[src/rtl/shift_engine_pkg.sv]
// Shared definitions for the shift engine: op encodings and the
// burst sequencer state type.
package shift_engine_pkg;

  // Shift operation encodings carried on the op input.
  localparam logic [1:0] OP_LOG = 2'b00;  // logical, serial fill
  localparam logic [1:0] OP_ROT = 2'b01;  // rotate, wraps modulo N
  localparam logic [1:0] OP_ARI = 2'b10;  // arithmetic right / zero-fill left
  localparam logic [1:0] OP_RSV = 2'b11;  // reserved, behaves as logical

  // Burst sequencer states.
  typedef enum logic {
    IDLE = 1'b0,
    RUN  = 1'b1
  } state_t;

endpackage : shift_engine_pkg

[src/rtl/shift_step_comb.sv]
// One shift step of W bits on an N-bit value. Purely combinational;
// the caller decides whether direction/op come live or from a latch.
module shift_step_comb
  import shift_engine_pkg::*;
#(
  parameter int N = 8,
  parameter int W = 1
) (
  input  logic [N-1:0] i_r,
  input  logic         i_right,
  input  logic [1:0]   i_op,
  input  logic [W-1:0] i_sil,
  input  logic [W-1:0] i_sir,
  output logic [N-1:0] o_r_next
);

  // Candidate results for each direction/op pair.
  logic [N-1:0] w_log_right;
  logic [N-1:0] w_log_left;
  logic [N-1:0] w_rot_right;
  logic [N-1:0] w_rot_left;
  logic [N-1:0] w_ari_right;
  logic [N-1:0] w_ari_left;

  assign w_log_right = {i_sir, i_r[N-1:W]};
  assign w_log_left  = {i_r[N-W-1:0], i_sil};
  assign w_rot_right = {i_r[W-1:0], i_r[N-1:W]};
  assign w_rot_left  = {i_r[N-W-1:0], i_r[N-1:N-W]};
  // Arithmetic right replicates the sign bit; serial fill is ignored.
  assign w_ari_right = {{W{i_r[N-1]}}, i_r[N-1:W]};
  // Arithmetic left is a plain zero fill; serial fill is ignored.
  assign w_ari_left  = {i_r[N-W-1:0], {W{1'b0}}};

  // Select the result for the requested direction and op.
  always_comb begin
    o_r_next = i_right ? w_log_right : w_log_left;
    case (i_op)
      OP_ROT:         o_r_next = i_right ? w_rot_right : w_rot_left;
      OP_ARI:         o_r_next = i_right ? w_ari_right : w_ari_left;
      OP_LOG, OP_RSV: o_r_next = i_right ? w_log_right : w_log_left;
      default:        o_r_next = i_right ? w_log_right : w_log_left;
    endcase
  end

endmodule : shift_step_comb

[src/rtl/shift_engine.sv]
// Multi-lane shift register with parallel load and a burst sequencer
// that runs a programmed number of W-bit steps from one start strobe.
module shift_engine
  import shift_engine_pkg::*;
#(
  parameter int N  = 8,
  parameter int W  = 1,
  parameter int CW = $clog2(N + 1)
) (
  input  logic          i_clk,
  input  logic          i_rst,
  input  logic          i_ena,
  input  logic          i_load,
  input  logic [N-1:0]  i_d,
  input  logic          i_start,
  input  logic [CW-1:0] i_steps,
  input  logic          i_right,
  input  logic [1:0]    i_op,
  input  logic [W-1:0]  i_sil,
  input  logic [W-1:0]  i_sir,
  output logic [N-1:0]  o_q,
  output logic [W-1:0]  o_sor,
  output logic [W-1:0]  o_sol,
  output logic          o_busy,
  output logic          o_done
);

  // State registers.
  state_t        r_state;
  logic [N-1:0]  r_q;
  logic [CW-1:0] r_cnt;
  logic          r_right;
  logic [1:0]    r_op;
  logic          r_done;

  // Next-state values.
  state_t        w_state_next;
  logic [N-1:0]  w_q_next;
  logic [CW-1:0] w_cnt_next;
  logic          w_right_next;
  logic [1:0]    w_op_next;
  logic          w_done_next;

  // Step configuration: the first step of a burst uses the live inputs,
  // later steps use the values captured on the start edge.
  logic          w_cfg_right;
  logic [1:0]    w_cfg_op;
  logic [N-1:0]  w_step_q;

  assign w_cfg_right = (r_state == RUN) ? r_right : i_right;
  assign w_cfg_op    = (r_state == RUN) ? r_op    : i_op;

  shift_step_comb #(
    .N (N),
    .W (W)
  ) u_step (
    .i_r      (r_q),
    .i_right  (w_cfg_right),
    .i_op     (w_cfg_op),
    .i_sil    (i_sil),
    .i_sir    (i_sir),
    .o_r_next (w_step_q)
  );

  // Sequencer next-state, data path selection and done generation.
  always_comb begin
    w_state_next = r_state;
    w_q_next     = r_q;
    w_cnt_next   = r_cnt;
    w_right_next = r_right;
    w_op_next    = r_op;
    w_done_next  = 1'b0;  // done is a single-cycle pulse, even with ena low
    if (i_ena) begin
      case (r_state)
        IDLE: begin
          if (i_load) begin
            w_q_next = i_d;
          end else if (i_start) begin
            if (i_steps == '0) begin
              w_done_next = 1'b1;
            end else if (i_steps == CW'(1)) begin
              w_q_next    = w_step_q;
              w_done_next = 1'b1;
            end else begin
              w_q_next     = w_step_q;
              w_cnt_next   = i_steps - CW'(1);
              w_right_next = i_right;
              w_op_next    = i_op;
              w_state_next = RUN;
            end
          end
        end
        RUN: begin
          if (i_load) begin
            // Load aborts the burst without reporting completion.
            w_q_next     = i_d;
            w_cnt_next   = '0;
            w_state_next = IDLE;
          end else begin
            w_q_next   = w_step_q;
            w_cnt_next = r_cnt - CW'(1);
            if (r_cnt == CW'(1)) begin
              w_state_next = IDLE;
              w_done_next  = 1'b1;
            end
          end
        end
        default: begin
          w_state_next = IDLE;
        end
      endcase
    end
  end

  // Register update; reset aborts any burst immediately.
  always_ff @(posedge i_clk or posedge i_rst) begin
    if (i_rst) begin
      r_state <= IDLE;
      r_q     <= '0;
      r_cnt   <= '0;
      r_right <= 1'b0;
      r_op    <= OP_LOG;
      r_done  <= 1'b0;
    end else begin
      r_state <= w_state_next;
      r_q     <= w_q_next;
      r_cnt   <= w_cnt_next;
      r_right <= w_right_next;
      r_op    <= w_op_next;
      r_done  <= w_done_next;
    end
  end

  assign o_q    = r_q;
  assign o_sor  = r_q[W-1:0];
  assign o_sol  = r_q[N-1:N-W];
  assign o_busy = (r_state == RUN);
  assign o_done = r_done;

endmodule : shift_engine

[config.mk]
export PLATFORM = sky130hd
export DESIGN_NAME = shift_engine
export DESIGN_NICKNAME = d
export VERILOG_FILES = /design/src/rtl/shift_engine_pkg.sv /design/src/rtl/shift_step_comb.sv /design/src/rtl/shift_engine.sv
export SDC_FILE = /design/constraint.sdc
export NUM_CORES = 1
export LEC_CHECK = 0
export BUFFER_PORTS_ARGS = -buffer_cell sky130_fd_sc_hd__buf_2
export CORE_AREA = 2 2 51 53
export CTS_BUF_LIST = sky130_fd_sc_hd__clkbuf_8
export CTS_CLUSTER_SIZE = 25
export DETAILED_ROUTE_END_ITERATION = 8
export DIE_AREA = 0 0 53 55
export PLACE_DENSITY = 0.79
export SLEW_MARGIN = 20
export SYNTH_ARGS = -nofsm -noshare
export SYNTH_HDL_FRONTEND = slang
export SYNTH_SLANG_ARGS = --single-unit
[constraint.sdc]
create_clock -name i_clk -period 2.05 [get_ports i_clk]
set_input_delay 0.205 -clock i_clk [delete_from_list [all_inputs] [get_ports i_clk]]
set_output_delay 0.205 -clock i_clk [all_outputs]
set_load 0.05 [all_outputs]
==> flow_metrics.tcl, run 1 <==
set metrics [dict create \
    initial_utilization 0.513 \
    cap_violations 0 \
    placement_rows 18 \
    routability_congestion 0.798 \
    die_w_um 53 \
    timing.critical_path.slowest_cell_delay_ns 0.39 \
    tns_ns 0 \
    dp.final_hpwl_mm 2.00 \
    static-leakage-power_nw 0.730 \
    dr_pass1_iterations 4 \
    timing.final.setup_violations 0 \
    ctsResizeCount 0 \
    status "complete, no violations" \
    timing.final.crit_period_ns 1.72 \
    yosysWarnings 0 \
    worst_path_max_delay_cell "dfrtp_2" \
    type_of_the_most_critical_hold_path "input port to asynchronous set/reset pin" \
    timing_hold_violations_final 0 \
    worst_ep_arrival_ns 1.84 \
    worstPathCellList "buf_4, mux2i_1, buf_4, mux2_1, mux2i_1, o21ai_1" \
    clock_sinks 17 \
    tritoncts_buffer_count 3 \
    cts_tree "yes" \
    cells_after_synthesis 119 \
    cp-end-kind "flop" \
    layout_common_cells "buf_2 (33), dfrtp_1 (16), inv_1 (10)" \
    antenna_cells_inserted 0 \
    htree_num_levels 1 \
    cts-hold-fix-buffers 0 \
    power.density_mw_per_mm2 1250 \
    wl_per_cell_um 14.0 \
    synth-edff-count 0 \
    worst_ep_required_time_ns 2.17 \
    path_delay_family "multiplexers" \
    via_count_of_the_first_global_routing_pass 946 \
    die_h_um 55 \
    die_area_mm2 0.00292 \
    clock_path_buffers 2 \
    stdcell_area_mm2 0.00144 \
    finish.cell_count_without_fillers 182 \
    drt-total-wl_mm 2.55 \
    core_area_mm2 0.00236 \
    drive_gt1_frac 0.336 \
    grt_max_degree 18 \
    area.growth.synth_to_final_pct 18.4 \
    criticalPathCategory "flop to flop" \
    skew_ns 0.00299 \
    post-place-cells 178 \
    gr-total-overflow 0 \
    finish.net_count 182 \
    synth-async-reset-ratio 1.00 \
    io_buffer_count 33 \
    place_area_mm2 0.00139 \
    startpoint_type "flop" \
    route.detailed.drc 0 \
    timing.critical_path.fanout_max 14 \
    path_clk_slew_ns 0.07 \
    ioPinCount 34 \
    syn_nets 148 \
    register_area_share_after_synthesis 0.351 \
    via_count_of_the_routed_design 1014 \
    final.period_utilization 0.838 \
    slew_headroom 0.558 \
    rsz_0062_raised_after_global_routing "false" \
    finalMaxSlewViolations 0 \
    tightest_slew_ns 0.662 \
    top_flip_flop_cell_by_instance_count_after_synthesis "dfrtp_1" \
    post_synth.cell_area_avg_um2 10.2 \
    synth.ff_latch_count 17 \
    clk-insertion-delay-late_ns 0.25 \
    mostFrequentLayoutCell "buf_2" \
    route.antenna.remaining_nets 0 \
    ir_worst_vdd_uv 862 \
    global_route.usage.total 0.194 \
    wire_length_of_the_first_global_routing_pass_mm 4.11 \
    grt_antenna_before_repair 0 \
    detailedRoute.firstIterationViolations 21 \
    post-cts-setup-buffer-count 0 \
    critical_path_buf_inv_count 2 \
    yosys.cell_types.count 43 \
    synthesis.area_mm2 0.00121 \
    max_freq_mhz 582 \
    vias_per_cell 5.57 \
    clockRootBuffer "clkbuf_8" \
]
metal layers:
metal  wire length (um)  global-route usage  vias up
li1                   -                   -      498
met1               1100               0.233      469
met2               1240               0.335       42
met3                169              0.0376        5
met4                 35              0.0897        0
met5                  0                   0        -
cells in the mapped netlist, types with 2 or more instances:
master    count  area (um^2)
dfrtp_1      17          425
inv_1         9         33.8
mux2i_1       9         90.1
nand2_1       9         33.8
ha_1          7         87.6
mux2_1        6         67.6
o21ai_1       6         30.0
a21oi_1       4         20.0
nor2_1        4         15.0
buf_2         3         15.0
mux2_2        3         33.8
mux2_4        3         45.0
o22ai_1       3         18.8
a41o_1        2         20.0
buf_4         2         15.0
nand2b_1      2         12.5
nand3_1       2         10.0
nor3_1        2         10.0
o211ai_1      2         15.0
per-stage QoR:
step | utilization | total power (W) | setup slack [ns] | hold slack [ns]
detailed placement | 0.588 | 0.00156 | 0.205 | 0.346
finish | 0.607 | 0.00180 | 0.332 | 0.0371
CTS | 0.607 | 0.00181 | 0.323 | 0.0732
global placement | 0.588 | 0.00152 | 0.285 | 0.315
global route | 0.607 | 0.00193 | 0.208 | 0.0836
floorplan | - | 0.00135 | 0.0147 | 0.131
cells by family (layout without fill, tap and decap cells):
kind of cell    Yosys count  after routing  synth area share
simple gates             28             28             0.128
mux                      21             21             0.195
flops                    17             17             0.351
fa+ha+maj                 7              7            0.0722
compound gates           28             28             0.165
buf+inv                  16             49            0.0753
xor+xnor                  2              2            0.0144
final timing paths:
check | slack, ns | end | cells past startpoint | from
worst min-delay path | 0.04 | o_q[5] | 2 | i_rst
worst max register to register | 0.33 | o_q[5] | 6 | o_busy
worst min register to register | 0.52 | r_right | 1 | r_right
worst max-delay path | 0.33 | o_q[5] | 6 | o_busy
min in group i_clk | 0.20 | r_op[1] | 2 | i_op[1]
max in group asynchronous | 1.55 | o_busy | 2 | i_rst
area by class of cell:
| type | instances | area, um^2 |
|---|---|---|
| clock buffers | 3 | 41.3 |
| clock inverters | 1 | 3.75 |
| fillers | 221 | 928 |
| inverters | 10 | 50.0 |
| multi-input cells | 86 | 697 |
| flip-flops and latches | 17 | 427 |
| well taps | 30 | 37.5 |
| repair buffers | 35 | 180 |
where the power goes:
part           switching (W)  total (W)  leakage (nW)  internal (W)
Clock               0.000116   0.000249        0.0269      0.000133
Sequential          0.000117   0.000579         0.208      0.000462
Combinational       0.000599   0.000973         0.495      0.000374
state kept, by name, indices dropped and copies added (netlist names):
register  cells
o_done        1
o_q           8
r_right       1
r_op          2
r_cnt         4
o_busy        1
Note: power is estimated with default switching activity, not from simulation.
==> run 2: changes to the inputs <==
clock period = 1.7 ns   (was 2.05 ns; I/O delays follow)
==> run 2 against run 1 <==
Effect of this change:
- global-route usage increased by 4.0 points
- fmax increased by 1.6%
- register-to-register slack got worse by 0.32 ns
- worst hold slack got worse by 0.035 ns
- final area increased by 8.9%
- non-clock buffer count increased by 10
- routed wire length increased by 24%
- final cell count increased by 5.5%
- clock-buffer cell count unchanged
- sequential power increased by 25%
- largest cell class unchanged
==> flow_metrics.tcl, run 2 (synthesis results as in run 1) <==
set metrics [dict create \
    status "complete, no violations" \
    initial_utilization 0.513 \
    timing.critical_path.slowest_cell_delay_ns 0.43 \
    path_clk_slew_ns 0.07 \
    final-seq-area_um2 427 \
    routability_congestion 0.825 \
    global_route.usage.total 0.234 \
    drt-total-wl_mm 3.15 \
    grt_antenna_before_repair 0 \
    place_ws_ns -0.0665 \
    final.fill_count 187 \
    antenna_cells_inserted 0 \
    worst_ep_arrival_ns 1.83 \
    final.period_utilization 0.995 \
    dr_pass1_iterations 4 \
    dp.final_hpwl_mm 2.15 \
    static-leakage-power_nw 0.789 \
    detailedRoute.firstIterationViolations 17 \
    finish.net_count 192 \
    power.density_mw_per_mm2 1530 \
    via_count_of_the_routed_design 1096 \
    gr-total-overflow 0 \
    startpoint_type "flop" \
    max_freq_mhz 591 \
    htree_num_levels 1 \
    clk-insertion-delay-late_ns 0.26 \
    worst_path_max_delay_cell "dfrtp_2" \
    mostFrequentLayoutCell "buf_2" \
    rsz_0062_raised_after_global_routing "true" \
    timing.critical_path.fanout_max 3 \
    worst_ep_required_time_ns 1.84 \
    timing.final.crit_period_ns 1.69 \
    skew_ns 0.00582 \
    vias_per_cell 5.71 \
    worst_slack_ns 0.00935 \
    cap_violations 0 \
    io_buffer_count 33 \
    via_count_of_the_first_global_routing_pass 1098 \
    layout_common_cells "buf_2 (33), dfrtp_1 (16), inv_1 (10), buf_4 (10), nand2_1 (9)" \
    area.growth.synth_to_final_pct 28.9 \
    worstPathCellList "mux2i_2, ha_2, mux2_2, o311ai_4, a2bb2oi_2" \
    ioPinCount 34 \
    core_area_mm2 0.00236 \
    criticalPathCategory "flop to flop" \
    die_w_um 53 \
    wl_per_cell_um 16.4 \
    drive_gt1_frac 0.420 \
    ir_worst_vdd_uv 979 \
    multiInputGateArea_um2 738 \
    timing.final.setup_violations 0 \
    route.antenna.remaining_nets 0 \
    type_of_the_most_critical_hold_path "input port to asynchronous set/reset pin" \
    slew_headroom 0.546 \
    finalMaxSlewViolations 0 \
    timing_hold_violations_final 0 \
    clockRootBuffer "clkbuf_8" \
    tightest_slew_ns 0.680 \
    cts_tree "yes" \
    max_ffs_per_register 8 \
    tritoncts_buffer_count 3 \
    grt_max_degree 18 \
    die_h_um 55 \
    cp-end-kind "flop" \
    placement_rows 18 \
    clock_path_buffers 2 \
    wire_length_of_the_first_global_routing_pass_mm 4.87 \
    route.detailed.drc 0 \
    die_area_mm2 0.00292 \
    tns_ns 0 \
    clock_sinks 17 \
]
[run 2: cell types whose count changed in the layout (fill, tap and decap cells not counted), sizes merged]
cell,previous run,this run
buf,35,45
[run 2: path summary, 6_finish.rpt]
path | start | endpoint | slack, ns | depth (start not counted)
worst min-delay path | i_rst | r_op[1] | 0.002 | 2
min in group i_clk | i_right | r_right | 0.17 | 2
worst max-delay path | o_busy | o_q[7] | 0.009 | 5
max in group asynchronous | i_rst | o_busy | 1.22 | 2
worst max register to register | o_busy | o_q[7] | 0.009 | 5
worst min register to register | r_right | r_right | 0.52 | 1
[run 2: cell type report]
| cell class | instances | share of cell area |
|---|---|---|
| Clock buffer | 3 | 0.0264 |
| Clock inverter | 1 | 0.00240 |
| Inverter | 10 | 0.0320 |
| Multi-Input combinational cell | 86 | 0.472 |
| Sequential cell | 17 | 0.273 |
| Tap cell | 30 | 0.0240 |
| Timing Repair Buffer | 45 | 0.170 |
[run 2: repair_timing]
| action | in CTS | in global routing |
|---|---|---|
| buffers inserted | 2 | 3 |
| hold buffers | 0 | 0 |
| gates resized for setup | 0 | 10 |
| pin swaps | 0 | 2 |
| setup endpoints to repair | 1 | 8 |
[run 2: worst max-delay path, delay by kind of cell (launching register included)]
kind            cells  cell delay, ns
compound gates      2            0.31
mux                 2            0.61
fa+ha+maj           1            0.22
flops               1            0.43
[run 2: per-layer routing]
metal | GRT usage | wire length [um] | vias up
li1 | - | - | 520
met1 | 0.269 | 1260 | 522
met2 | 0.419 | 1640 | 42
met3 | 0.0349 | 158 | 12
met4 | 0.128 | 85 | 0
met5 | 0 | 0 | -
[run 2: report_power, final]
part	total (W)	switching (W)	internal (W)
Combinational	0.00136	0.000792	0.000567
Sequential	0.000723	0.000166	0.000557
Clock	0.000307	0.000147	0.000161
[run 2: metrics by stage]
step,instances,cell area [um^2],hold WS [ns],utilization,power (W)
floorplan,119,1220,0.0960,-,0.00164
global placement,183,1430,0.290,0.605,0.00185
detailed placement,183,1430,0.308,0.605,0.00191
CTS,189,1490,0.0344,0.631,0.00224
global route,192,1560,0.0748,0.661,0.00254
finish,192,1560,0.00182,0.661,0.00239
==> run 3: changes to the inputs <==
CTS_BUF_LIST = sky130_fd_sc_hd__clkbuf_2   (was sky130_fd_sc_hd__clkbuf_8)
==> run 3 against run 2 <==
Effect of this change:
- the flow now finishes with violations (negative setup slack)
- die area unchanged
- power grew 1.8%
- fmax fell by 4.9%
- via count grew 1.6%
- clock-buffer cell count up 1
- sequential share of layout area is 0.68 points lower
- sequential power grew 0.7%
- critical path depth is the same
- non-clock buffer count is 3 higher
- flip-flop and latch count did not move
- final area increased by 2.6%
- highest routed layer unchanged
==> flow_metrics.tcl, run 3 (synthesis results as in run 1) <==
set metrics [dict create \
    status "finished, violations left" \
    failed_checks "negative setup slack" \
    mostFrequentLayoutCell "buf_2" \
    tightest_slew_ns 0.683 \
    initial_utilization 0.513 \
    core_area_mm2 0.00236 \
    via_count_of_the_routed_design 1113 \
    cap_violations 0 \
    power.density_mw_per_mm2 1520 \
    die_area_mm2 0.00292 \
    max_ffs_per_register 8 \
    skew_ns 0.0121 \
    tritoncts_buffer_count 3 \
    drive_gt1_frac 0.473 \
    antenna_cells_inserted 0 \
    area.growth.synth_to_final_pct 32.2 \
    grt_antenna_before_repair 0 \
    detailedRoute.firstIterationViolations 40 \
    startpoint_type "flop" \
    rsz_0062_raised_after_global_routing "true" \
    vias_per_cell 5.71 \
    internal_power_w 0.00129 \
    ff2ff_setup_slack_ns -0.08 \
    static-leakage-power_nw 0.809 \
    gr-total-overflow 0 \
    finish.net_count 195 \
    place_ws_ns -0.0665 \
    dr_pass1_iterations 4 \
    cts_tree "yes" \
    final.period_utilization 1.05 \
    max_freq_mhz 563 \
    placement_rows 18 \
    dp.final_hpwl_mm 2.15 \
    clockRootBuffer "clkbuf_2" \
    wire_length_of_the_first_global_routing_pass_mm 4.79 \
    tns_ns -0.0770 \
    power.sequential.fraction 0.299 \
    cp-end-kind "flop" \
    finalMaxSlewViolations 0 \
    timing.final.crit_period_ns 1.78 \
    htree_num_levels 1 \
    power.share.combinational 0.617 \
    total_switching_power_w 0.00115 \
    clock_path_buffers 2 \
    type_of_the_most_critical_hold_path "input port to flop" \
    criticalPathCategory "flop to flop" \
    route.antenna.remaining_nets 0 \
    path_clk_slew_ns 0.18 \
    via_count_of_the_first_global_routing_pass 1096 \
    place_area_mm2 0.00143 \
    slew_headroom 0.544 \
    post-place-cells 183 \
    ioPinCount 34 \
    worst_ep_arrival_ns 2.01 \
    clock_sinks 17 \
    netSwitchingFraction 0.471 \
    ir_worst_vdd_uv 982 \
    clock_network_fraction_of_total_power 0.084 \
    global_route.usage.total 0.230 \
    die_h_um 55 \
    clk-insertion-delay-late_ns 0.32 \
    wl_per_cell_um 16.6 \
    worst_slack_ns -0.0770 \
    grt_max_degree 18 \
    worst_ep_required_time_ns 1.94 \
    timing.critical_path.fanout_max 3 \
    layout_common_cells "buf_2 (33), dfrtp_1 (16), buf_4 (13)" \
    stdcell_area_mm2 0.00160 \
    io_buffer_count 33 \
    drt-total-wl_mm 3.24 \
    route.detailed.drc 0 \
    routability_congestion 0.825 \
    die_w_um 53 \
    timing.final.setup_violations 1 \
    finish.cell_count_without_fillers 195 \
    power_consumption_w 0.00243 \
    timing_hold_violations_final 0 \
]
==> run 3: cell count changes in the layout (fill, tap and decap cells not counted), moves of 2 or more <==
cell      previous run  this run
buf_4               10        13
clkbuf_2             0         4
clkbuf_8             3         0
inv_1               10         8
mux2_1               5         1
mux2_4               4         9
==> run 3: area by class of cell <==
type / count / area (um^2)
Clock buffer: 4 / 20.0
Inverter: 10 / 50.0
Fill cell: 184 / 761
Sequential cell: 17 / 427
Timing Repair Buffer: 48 / 288
Tap cell: 30 / 37.5
Multi-Input combinational cell: 86 / 782
==> run 3: per-stage QoR <==
stage / hold WS, ns / util
after floorplan: 0.0960 / -
after global placement: 0.290 / 0.605
after detailed placement: 0.308 / 0.605
after CTS: 0.0846 / 0.624
after global routing: 0.0764 / 0.678
final: 0.0947 / 0.678
==> run 3: power by group through the flow <==
stage,clock (W),sequential [W],combinational (W)
6_report,0.000205,0.000728,0.00150
5_1_grt,0.000233,0.000749,0.00160
4_1_cts,0.000209,0.000700,0.00122
3_5_place_dp,0,0.000711,0.00119
3_3_place_gp,0,0.000697,0.00116
2_1_floorplan,0,0.000935,0.000704
==> run 3: worst paths after layout <==
path / start / to / cells after the start
max in group asynchronous: i_rst / o_busy / 3
hold reg to reg: r_right / r_right / 1
setup / recovery: o_busy / o_q[7] / 5
min in group asynchronous: i_rst / r_op[1] / 3
setup reg to reg: o_busy / o_q[7] / 5
hold / removal: i_right / r_right / 2
==> run 3: what timing repair did <==
action,4_1_cts,5_1_grt
setup endpoints to repair,5,8
hold buffers,1,0
gates cloned,0,0
resized for setup,0,18
endpoints found under the hold margin,17,0
setup buffers,2,5
pin swaps,0,5
==> run 3: metal layers <==
layer  track usage  vias up  wire, um  part of all wire
met5             0        -         0                 0
met4         0.128        0        87             0.027
met3        0.0269        9       230             0.071
met2         0.421       58      1680              0.52
met1         0.261      519      1240              0.38
li1              -      527         -                 -
==> run 3: worst max-delay path, cell delays in order, from the launching register on <==
cell	delay [ns]
dfrtp_2	0.49
mux2i_2	0.28
ha_2	0.24
mux2_4	0.32
o311ai_4	0.27
a2bb2oi_2	0.09
